[config.mk]
export PLATFORM = sky130hd
export DESIGN_NAME = biriscv_csr_counters_flat
export DESIGN_NICKNAME = d
export VERILOG_FILES = /design/src/rtl/biriscv_csr_counters_if.sv /design/src/rtl/biriscv_csr_counters.sv /design/src/flat_wrapper.sv
export SDC_FILE = /design/constraint.sdc
export NUM_CORES = 2
export LEC_CHECK = 0
export ABC_AREA = 1
export BUFFER_PORTS_ARGS = -buffer_cell sky130_fd_sc_hd__buf_2
export CORE_ASPECT_RATIO = 1.75
export CORE_UTILIZATION = 30
export CTS_CLUSTER_DIAMETER = 120
export DETAILED_ROUTE_END_ITERATION = 6
export SLEW_MARGIN = 20
export SYNTH_ARGS = -nofsm -noshare
export SYNTH_HDL_FRONTEND = slang
export SYNTH_SLANG_ARGS = --single-unit
[constraint.sdc]
create_clock -name clk_i -period 11 [get_ports clk_i]
set_input_delay 0.55 -clock clk_i [delete_from_list [all_inputs] [get_ports clk_i]]
set_output_delay 0.55 -clock clk_i [all_outputs]
set_load 0.01 [all_outputs]
[src/rtl/biriscv_csr_counters_if.sv]
// ----------------------------------------------------------------------------
// biriscv_csr_counters_if
//
// Purpose : CSR access bus between the core's CSR unit (master) and the
//           performance counter block (slave). It carries a combinational read
//           port and a single-cycle write strobe.
//
// Signals :
//   csr_raddr_i  [11:0]  read address               (master -> slave)
//   csr_rdata_o  [31:0]  read data, combinational   (slave  -> master)
//   csr_hit_o            read address is implemented (slave -> master)
//   csr_wen_i            write strobe               (master -> slave)
//   csr_waddr_i  [11:0]  write address              (master -> slave)
//   csr_wdata_i  [31:0]  write data                 (master -> slave)
// ----------------------------------------------------------------------------
interface biriscv_csr_counters_if;
   logic [11:0] csr_raddr_i;
   logic [31:0] csr_rdata_o;
   logic        csr_hit_o;
   logic        csr_wen_i;
   logic [11:0] csr_waddr_i;
   logic [31:0] csr_wdata_i;

   // The CSR unit drives addresses and write data and consumes read data.
   modport master (
      output csr_raddr_i, csr_wen_i, csr_waddr_i, csr_wdata_i,
      input  csr_rdata_o, csr_hit_o
   );

   // The counter block decodes addresses and returns read data.
   modport slave (
      input  csr_raddr_i, csr_wen_i, csr_waddr_i, csr_wdata_i,
      output csr_rdata_o, csr_hit_o
   );
endinterface

[src/rtl/biriscv_csr_counters.sv]
// ----------------------------------------------------------------------------
// biriscv_csr_counters
//
// Purpose : Machine-mode performance counters: mcycle, minstret, NUM_HPM
//           mhpmcounter/mhpmevent pairs starting at index 3, mcountinhibit and
//           the read-only user shadows (cycle, instret, hpmcounterN).
//           Counters are CNT_WIDTH bits wide and wrap modulo 2^CNT_WIDTH.
//
// Parameters :
//   NUM_HPM   number of mhpmcounter/mhpmevent pairs (0..29)
//   CNT_WIDTH implemented counter width (33..64)
//   EVENT_W   number of event strobe inputs (1..31)
//   RETIRE_W  number of retire lanes (1..2)
//
// Ports :
//   clk_i      clock
//   rst_i      asynchronous, active-high reset
//   retire_i   one bit per instruction retired this cycle
//   event_i    per-cycle event strobes, selected by mhpmevent[4:0] (1-based)
//   csr_bus    CSR read/write bus (slave side of biriscv_csr_counters_if)
//   ovf_irq_o  counter overflow interrupt request
//
// Build option : define CSR_HPM_OVF_IRQ_EN to implement the sticky overflow
//   flag mhpmevent[31] and a registered ovf_irq_o. Without it mhpmevent[31]
//   reads 0 and ovf_irq_o is tied low.
// ----------------------------------------------------------------------------
module biriscv_csr_counters #(
   parameter int NUM_HPM   = 4,
   parameter int CNT_WIDTH = 64,
   parameter int EVENT_W   = 8,
   parameter int RETIRE_W  = 2
)(
   input  logic                      clk_i,
   input  logic                      rst_i,
   input  logic [RETIRE_W-1:0]       retire_i,
   input  logic [EVENT_W-1:0]        event_i,
   biriscv_csr_counters_if.slave     csr_bus,
   output logic                      ovf_irq_o
);

   // Arrays need at least one element even when no HPM counters exist.
   localparam int HPM_N = (NUM_HPM > 0) ? NUM_HPM : 1;

   // Writable mcountinhibit bits: CY (0), IR (2) and one per HPM counter.
   localparam logic [63:0] INH_MASK64 = ((64'd1 << (NUM_HPM + 3)) - 64'd1) & ~64'd2;
   localparam logic [31:0] INH_MASK   = INH_MASK64[31:0];

   localparam logic [CNT_WIDTH-1:0] CNT_ONE  = CNT_WIDTH'(1);
   localparam logic [CNT_WIDTH-1:0] CNT_ONES = {CNT_WIDTH{1'b1}};

   localparam logic [11:0] A_MCYCLE      = 12'hB00;
   localparam logic [11:0] A_MCYCLEH     = 12'hB80;
   localparam logic [11:0] A_MINSTRET    = 12'hB02;
   localparam logic [11:0] A_MINSTRETH   = 12'hB82;
   localparam logic [11:0] A_MHPM        = 12'hB03;
   localparam logic [11:0] A_MHPMH       = 12'hB83;
   localparam logic [11:0] A_CYCLE       = 12'hC00;
   localparam logic [11:0] A_CYCLEH      = 12'hC80;
   localparam logic [11:0] A_INSTRET     = 12'hC02;
   localparam logic [11:0] A_INSTRETH    = 12'hC82;
   localparam logic [11:0] A_HPM         = 12'hC03;
   localparam logic [11:0] A_HPMH        = 12'hC83;
   localparam logic [11:0] A_MCOUNTINHIB = 12'h320;
   localparam logic [11:0] A_MHPMEVENT   = 12'h323;

   logic [CNT_WIDTH-1:0] r_mcycle;
   logic [CNT_WIDTH-1:0] r_minstret;
   logic [CNT_WIDTH-1:0] r_hpm     [HPM_N];
   logic [4:0]           r_evt_sel [HPM_N];
   logic [31:0]          r_inhibit;

   logic                 w_wr_mcycle_lo;
   logic                 w_wr_mcycle_hi;
   logic                 w_wr_minstret_lo;
   logic                 w_wr_minstret_hi;
   logic                 w_wr_inhibit;
   logic [HPM_N-1:0]     w_wr_hpm_lo;
   logic [HPM_N-1:0]     w_wr_hpm_hi;
   logic [HPM_N-1:0]     w_wr_evt;
   logic [HPM_N-1:0]     w_inc_hpm;
   logic [HPM_N-1:0]     w_of;
   logic [CNT_WIDTH-1:0] w_retire_cnt;
   logic [31:0]          w_evt_vec;
   logic [31:0]          w_wdata;

   assign w_wdata = csr_bus.csr_wdata_i;

   // Replaces one 32-bit half of a counter. Working in a 64-bit image lets
   // bits at or above CNT_WIDTH fall away when the result is truncated.
   function automatic logic [CNT_WIDTH-1:0] f_load(input logic [CNT_WIDTH-1:0] cur,
                                                  input logic                  hi,
                                                  input logic [31:0]           wd);
      logic [63:0] v;
      v = 64'(cur);
      if (hi) v[63:32] = wd;
      else    v[31:0]  = wd;
      return v[CNT_WIDTH-1:0];
   endfunction

   // Returns one 32-bit half of a counter; unimplemented upper bits read 0.
   function automatic logic [31:0] f_half(input logic [CNT_WIDTH-1:0] cur,
                                          input logic                  hi);
      logic [63:0] v;
      v = 64'(cur);
      return hi ? v[63:32] : v[31:0];
   endfunction

   // Event selects are 1-based: shifting the strobes up by one makes select 0
   // and any select beyond EVENT_W land on a constant-zero bit.
   assign w_evt_vec = 32'(event_i) << 1;

   // Number of instructions retired this cycle (0..RETIRE_W).
   always_comb begin
      w_retire_cnt = '0;
      for (int r = 0; r < RETIRE_W; r++) begin
         w_retire_cnt = w_retire_cnt + CNT_WIDTH'(retire_i[r]);
      end
   end

   // Write address decode. Only the machine-mode addresses are writable; the
   // user shadows at 0xCxx are deliberately absent so writes to them vanish.
   always_comb begin
      w_wr_mcycle_lo   = 1'b0;
      w_wr_mcycle_hi   = 1'b0;
      w_wr_minstret_lo = 1'b0;
      w_wr_minstret_hi = 1'b0;
      w_wr_inhibit     = 1'b0;
      w_wr_hpm_lo      = '0;
      w_wr_hpm_hi      = '0;
      w_wr_evt         = '0;
      if (csr_bus.csr_wen_i) begin
         w_wr_mcycle_lo   = (csr_bus.csr_waddr_i == A_MCYCLE);
         w_wr_mcycle_hi   = (csr_bus.csr_waddr_i == A_MCYCLEH);
         w_wr_minstret_lo = (csr_bus.csr_waddr_i == A_MINSTRET);
         w_wr_minstret_hi = (csr_bus.csr_waddr_i == A_MINSTRETH);
         w_wr_inhibit     = (csr_bus.csr_waddr_i == A_MCOUNTINHIB);
         for (int i = 0; i < NUM_HPM; i++) begin
            w_wr_hpm_lo[i] = (csr_bus.csr_waddr_i == A_MHPM      + 12'(i));
            w_wr_hpm_hi[i] = (csr_bus.csr_waddr_i == A_MHPMH     + 12'(i));
            w_wr_evt[i]    = (csr_bus.csr_waddr_i == A_MHPMEVENT + 12'(i));
         end
      end
   end

   // An HPM counter advances when its selected event fires, it is not
   // inhibited, and software is not writing either half of it this cycle.
   always_comb begin
      w_inc_hpm = '0;
      for (int i = 0; i < NUM_HPM; i++) begin
         w_inc_hpm[i] = w_evt_vec[r_evt_sel[i]] && !r_inhibit[3 + i] &&
                        !w_wr_hpm_lo[i] && !w_wr_hpm_hi[i];
      end
   end

   // Counter and configuration registers. A CSR write to a counter replaces
   // the increment for that counter only; every other counter keeps counting.
   always_ff @(posedge clk_i or posedge rst_i) begin
      if (rst_i) begin
         r_mcycle   <= '0;
         r_minstret <= '0;
         r_inhibit  <= '0;
         for (int i = 0; i < HPM_N; i++) begin
            r_hpm[i]     <= '0;
            r_evt_sel[i] <= '0;
         end
      end else begin
         if (w_wr_mcycle_lo || w_wr_mcycle_hi) begin
            r_mcycle <= f_load(r_mcycle, w_wr_mcycle_hi, w_wdata);
         end else if (!r_inhibit[0]) begin
            r_mcycle <= r_mcycle + CNT_ONE;
         end

         if (w_wr_minstret_lo || w_wr_minstret_hi) begin
            r_minstret <= f_load(r_minstret, w_wr_minstret_hi, w_wdata);
         end else if (!r_inhibit[2]) begin
            r_minstret <= r_minstret + w_retire_cnt;
         end

         if (w_wr_inhibit) begin
            r_inhibit <= w_wdata & INH_MASK;
         end

         for (int i = 0; i < NUM_HPM; i++) begin
            if (w_wr_hpm_lo[i] || w_wr_hpm_hi[i]) begin
               r_hpm[i] <= f_load(r_hpm[i], w_wr_hpm_hi[i], w_wdata);
            end else if (w_inc_hpm[i]) begin
               r_hpm[i] <= r_hpm[i] + CNT_ONE;
            end
            if (w_wr_evt[i]) begin
               r_evt_sel[i] <= w_wdata[4:0];
            end
         end
      end
   end

`ifdef CSR_HPM_OVF_IRQ_EN
   logic [HPM_N-1:0] r_of;
   logic [HPM_N-1:0] w_of_next;
   logic             r_ovf_irq;

   // OF is set when an increment carries the counter from all-ones to zero.
   // That wrap outranks a software write in the same cycle, so a clear racing
   // with a fresh overflow never loses the event.
   always_comb begin
      w_of_next = r_of;
      for (int i = 0; i < NUM_HPM; i++) begin
         if (w_inc_hpm[i] && (r_hpm[i] == CNT_ONES)) begin
            w_of_next[i] = 1'b1;
         end else if (w_wr_evt[i]) begin
            w_of_next[i] = w_wdata[31];
         end
      end
   end

   // The interrupt flop follows the OF bits it summarises, so it rises and
   // falls on the same edge as the flags themselves.
   always_ff @(posedge clk_i or posedge rst_i) begin
      if (rst_i) begin
         r_of      <= '0;
         r_ovf_irq <= 1'b0;
      end else begin
         r_of      <= w_of_next;
         r_ovf_irq <= |w_of_next;
      end
   end

   assign w_of      = r_of;
   assign ovf_irq_o = r_ovf_irq;
`else
   assign w_of      = '0;
   assign ovf_irq_o = 1'b0;
`endif

   // Combinational read port from registered state. The user shadows decode
   // to the same registers as their machine-mode counterparts.
   always_comb begin
      csr_bus.csr_rdata_o = '0;
      csr_bus.csr_hit_o   = 1'b0;
      case (csr_bus.csr_raddr_i)
         A_MCYCLE, A_CYCLE: begin
            csr_bus.csr_hit_o   = 1'b1;
            csr_bus.csr_rdata_o = f_half(r_mcycle, 1'b0);
         end
         A_MCYCLEH, A_CYCLEH: begin
            csr_bus.csr_hit_o   = 1'b1;
            csr_bus.csr_rdata_o = f_half(r_mcycle, 1'b1);
         end
         A_MINSTRET, A_INSTRET: begin
            csr_bus.csr_hit_o   = 1'b1;
            csr_bus.csr_rdata_o = f_half(r_minstret, 1'b0);
         end
         A_MINSTRETH, A_INSTRETH: begin
            csr_bus.csr_hit_o   = 1'b1;
            csr_bus.csr_rdata_o = f_half(r_minstret, 1'b1);
         end
         A_MCOUNTINHIB: begin
            csr_bus.csr_hit_o   = 1'b1;
            csr_bus.csr_rdata_o = r_inhibit;
         end
         default: begin
         end
      endcase
      for (int i = 0; i < NUM_HPM; i++) begin
         if ((csr_bus.csr_raddr_i == A_MHPM + 12'(i)) ||
             (csr_bus.csr_raddr_i == A_HPM  + 12'(i))) begin
            csr_bus.csr_hit_o   = 1'b1;
            csr_bus.csr_rdata_o = f_half(r_hpm[i], 1'b0);
         end
         if ((csr_bus.csr_raddr_i == A_MHPMH + 12'(i)) ||
             (csr_bus.csr_raddr_i == A_HPMH  + 12'(i))) begin
            csr_bus.csr_hit_o   = 1'b1;
            csr_bus.csr_rdata_o = f_half(r_hpm[i], 1'b1);
         end
         if (csr_bus.csr_raddr_i == A_MHPMEVENT + 12'(i)) begin
            csr_bus.csr_hit_o   = 1'b1;
            csr_bus.csr_rdata_o = {w_of[i], 26'd0, r_evt_sel[i]};
         end
      end
   end

endmodule

[src/flat_wrapper.sv]
// flat-port wrapper written by rule: the top's interface ports become plain ports
module biriscv_csr_counters_flat 
#(
   parameter int NUM_HPM   = 4,
   parameter int CNT_WIDTH = 64,
   parameter int EVENT_W   = 8,
   parameter int RETIRE_W  = 2
)
  (clk_i, rst_i, retire_i, event_i, ovf_irq_o, csr_bus_csr_raddr_i, csr_bus_csr_wen_i, csr_bus_csr_waddr_i, csr_bus_csr_wdata_i, csr_bus_csr_rdata_o, csr_bus_csr_hit_o);
  biriscv_csr_counters_if csr_bus_i ();
  input  logic clk_i;
  input  logic rst_i;
  input  logic [RETIRE_W-1:0] retire_i;
  input  logic [EVENT_W-1:0] event_i;
  output logic ovf_irq_o;
  input wire logic [$bits(csr_bus_i.csr_raddr_i)-1:0] csr_bus_csr_raddr_i;
  input wire logic [$bits(csr_bus_i.csr_wen_i)-1:0] csr_bus_csr_wen_i;
  input wire logic [$bits(csr_bus_i.csr_waddr_i)-1:0] csr_bus_csr_waddr_i;
  input wire logic [$bits(csr_bus_i.csr_wdata_i)-1:0] csr_bus_csr_wdata_i;
  output wire logic [$bits(csr_bus_i.csr_rdata_o)-1:0] csr_bus_csr_rdata_o;
  output wire logic [$bits(csr_bus_i.csr_hit_o)-1:0] csr_bus_csr_hit_o;
  assign csr_bus_i.csr_raddr_i = csr_bus_csr_raddr_i;
  assign csr_bus_i.csr_wen_i = csr_bus_csr_wen_i;
  assign csr_bus_i.csr_waddr_i = csr_bus_csr_waddr_i;
  assign csr_bus_i.csr_wdata_i = csr_bus_csr_wdata_i;
  assign csr_bus_csr_rdata_o = csr_bus_i.csr_rdata_o;
  assign csr_bus_csr_hit_o = csr_bus_i.csr_hit_o;
  biriscv_csr_counters #(.NUM_HPM(NUM_HPM), .CNT_WIDTH(CNT_WIDTH), .EVENT_W(EVENT_W), .RETIRE_W(RETIRE_W)) u_core (.clk_i(clk_i), .rst_i(rst_i), .retire_i(retire_i), .event_i(event_i), .csr_bus(csr_bus_i), .ovf_irq_o(ovf_irq_o));
endmodule
==> results.txt <==
Remaining DRCs - 0
Least-Margin Pin Slew - 1.14 ns
Starting Density - 30.3%
Seq cells post-synth - 410
most used cell, CP - nand2_1
total track usage - 36.8%
Net Count, Synth - 5343
DRT iter0 DRCs - 3916
Hold Fails Final Rpt - 0
IO Count - 103
Slew Limit Fails - 0
area of the core - 109000 um^2
Main synth FF type - dfrtp_1
vias in the first global route - 38100
DIE HEIGHT - 441 um
r2r worst-path depth - 9
Reg2Reg Launch Point - u_core.r_evt_sel[0]$_DFFE_PP0P_
largest net degree at the start of global routing - 129
setup bufs post-CTS - 0
CTS Root Buffer Type - clkbuf_16
synthesis warning total - 0
HPWL Detailed - 161000 um
Setup crit start kind - primary input
sequential share of the synthesized area - 31.0%
Leakage - 16.0 nW
mean post-synth cell area - 6.29 um^2
clk_lat worst skew - 0.67 ns
clock skew - 0.0367 ns
status - complete, no violations
period utilization - 48.2%
list of most frequent post-synthesis cells - 1329 x nand2_1, 868 x nor2_1, 556 x inv_1
grt total ovfl - 0
Synth cell types - 55
cells along the critical path - buf_2 -> nor2_1 -> nand2_1 -> nand2_1 -> and2_1 -> inv_1 -> nor2_2 -> inv_1 -> nand2_1 -> a21oi_1 -> nand2_1 -> nand2_1 -> a21oi_1 -> buf_2
VDD IR-drop max - 0.000122 V
slowest stage delay, CP - 0.82 ns
initial antenna violation count - 22
clock sink total - 410
Slew headroom - 23.3%
Final Net Count - 5342
Clk pin slew, worst setup/hold paths - 0.06 ns
Routed WL - 207000 um
vias - 39300
global-route wire length before repair - 286000 um
Area contributors post-synth - dfrtp_1 31%, nand2_1 15%, nor2_1 9.8%, xor2_1 6.7%, inv_1 6.3%
H-Tree Depth - 2
Syn Std Cell Area - 33100 um^2
setup tns final - 0 ns
final setup vio count - 0
Area Overhead vs Synth - 10.8%
RePlAce Congestion - 1.08
Core Rows - 160
r2r setup slk - 7.39 ns
CP endpoint kind - output pin
placed cells - 6672
Max Clk Rate - 189 MHz
share of layout cells above drive strength 1 - 5.51%
Max-Cap Viols - 0
Async SR Flop Fraction - 100%
TritonCTS buffer count - 47
deepest clock path buffer count - 3
Setup CP Type - primary input to output pin
most numerous cell in the Yosys netlist - nand2_1
Yosys top cell area share - 31.0%
IO buf count - 101
HP Class - primary input to async pin
Period minus WS final - 5.30 ns
RSZ-0062 raised after global routing - no
crit-path max FO - 34
Routed Antenna Nets - 0
Critical Path RT - 10.45 ns
critical path arrival - 4.75 ns
DR vias/cell - 5.79
number of flops mapped to enable cells by yosys - 0
TritonRoute pass-1 iters - 6
CTS tree - yes
cell taking the most area after synthesis - dfrtp_1
DIE AREA - 112000 um^2
Slowest cell on crit path - nor2_2
r2r endpoint - u_core.r_hpm[49]$_DFFE_PP0P_
Die X - 253 um
routed len/inst - 30.5 um
fin cells - 6778
Pwr Density - 149 nW/um^2
Post-Syn Instances - 5265
[layout by cell type (no fill, tap or decap), drive strengths merged, types with 2 or more instances in the layout]
cell and n:
a211oi 6, a21o 2, a21oi 229, a22o 3, a22oi 20, a31oi 295
and2 2, and3 3, buf 151, bufinv 4, clkbuf 63, clkinv 15
clkinvlp 7, dfrtp 410, diode 18, ha 8, inv 562, nand2 1334
nand3 211, nand3b 7, nand4 137, nor2 877, nor3 189, nor3b 2
nor4 90, o21ai 325, o21bai 4, o22ai 37, o31ai 13, or2 7
xnor2 27, xor2 253
[what timing repair did]
item,CTS,global route
resized for setup,0,0
hold buffers,1,0
hold endpoints to repair,8,0
setup endpoints to repair,0,0
[worst max-delay path: cells and delay by family]
| family | cells | cell delay [ns] |
|---|---|---|
| buffers and inverters | 4 | 1.28 |
| AO/OA/AOI/OAI | 2 | 0.45 |
| AND/OR/NAND/NOR | 8 | 2.42 |
[layout make-up]
| type | count | area [um^2] |
|---|---|---|
| fill | 12400 | 72400 |
| multi-input combinational | 4089 | 20000 |
| sequential | 410 | 10300 |
| inverter | 564 | 2120 |
| tap | 1458 | 1820 |
| clock buffer | 63 | 1310 |
| timing repair buffer | 152 | 903 |
| clock inverter | 24 | 273 |
| antenna | 18 | 45.0 |
[report_power, final]
| part | internal (W) | total [W] | switching [W] | leakage, nW |
|---|---|---|---|---|
| combinational | 0.000393 | 0.00132 | 0.000925 | 10.1 |
| sequential | 0.00177 | 0.00241 | 0.000639 | 5.17 |
| clock | 0.000938 | 0.00172 | 0.000784 | 0.757 |
[through the flow]
stage	cell area [um^2]	setup slack, ns	total power, W	hold WS, ns	utilization [%]
finish	36700	5.70	0.00545	0.414	33.6
CTS	36700	5.86	0.00538	0.411	33.6
floorplan	33100	4.92	0.00288	0.453	-
global route	36700	5.55	0.00562	0.444	33.6
detailed placement	35100	5.88	0.00366	0.477	32.1
global placement	35100	5.84	0.00364	0.470	32.1
[cell families after synthesis]
logic type / count (synthesis) / share of synthesized area [%]
flops: 410 / 31.0
fa+ha+maj: 9 / 0.363
other cells: 1 / 0.0113
buf+inv: 766 / 8.95
compound gates: 939 / 15.9
simple gates: 2859 / 36.3
mux: 1 / 0.0340
xor+xnor: 280 / 7.41
[flip-flops by register name, indices dropped and copies added (netlist names)]
name               count
u_core.r_hpm         256
u_core.r_mcycle       64
u_core.r_minstret     64
u_core.r_evt_sel      20
u_core.r_inhibit       6
[worst max-delay path by stage]
| stage | start | end |
|---|---|---|
| 6_report | csr_bus_csr_raddr_i[8] | csr_bus_csr_rdata_o[1] |
| 4_1_cts | csr_bus_csr_raddr_i[8] | csr_bus_csr_rdata_o[1] |
| 3_3_place_gp | csr_bus_csr_raddr_i[11] | csr_bus_csr_rdata_o[1] |
| 5_1_grt | csr_bus_csr_raddr_i[11] | csr_bus_csr_rdata_o[1] |
| 3_5_place_dp | csr_bus_csr_raddr_i[8] | csr_bus_csr_rdata_o[1] |
| 2_1_floorplan | rst_i | u_core.r_evt_sel[0]$_DFFE_PP0P_ |
[layer usage]
layer / vias up / GRT usage (%) / part of all wire [%]
li1: 17500 / - / -
met1: 18700 / 35.9 / 32
met2: 2181 / 62.8 / 48
met3: 889 / 5.82 / 6.1
met4: 14 / 41.9 / 14
met5: - / 0 / 0.042
Power figures use the tool's default switching activity.
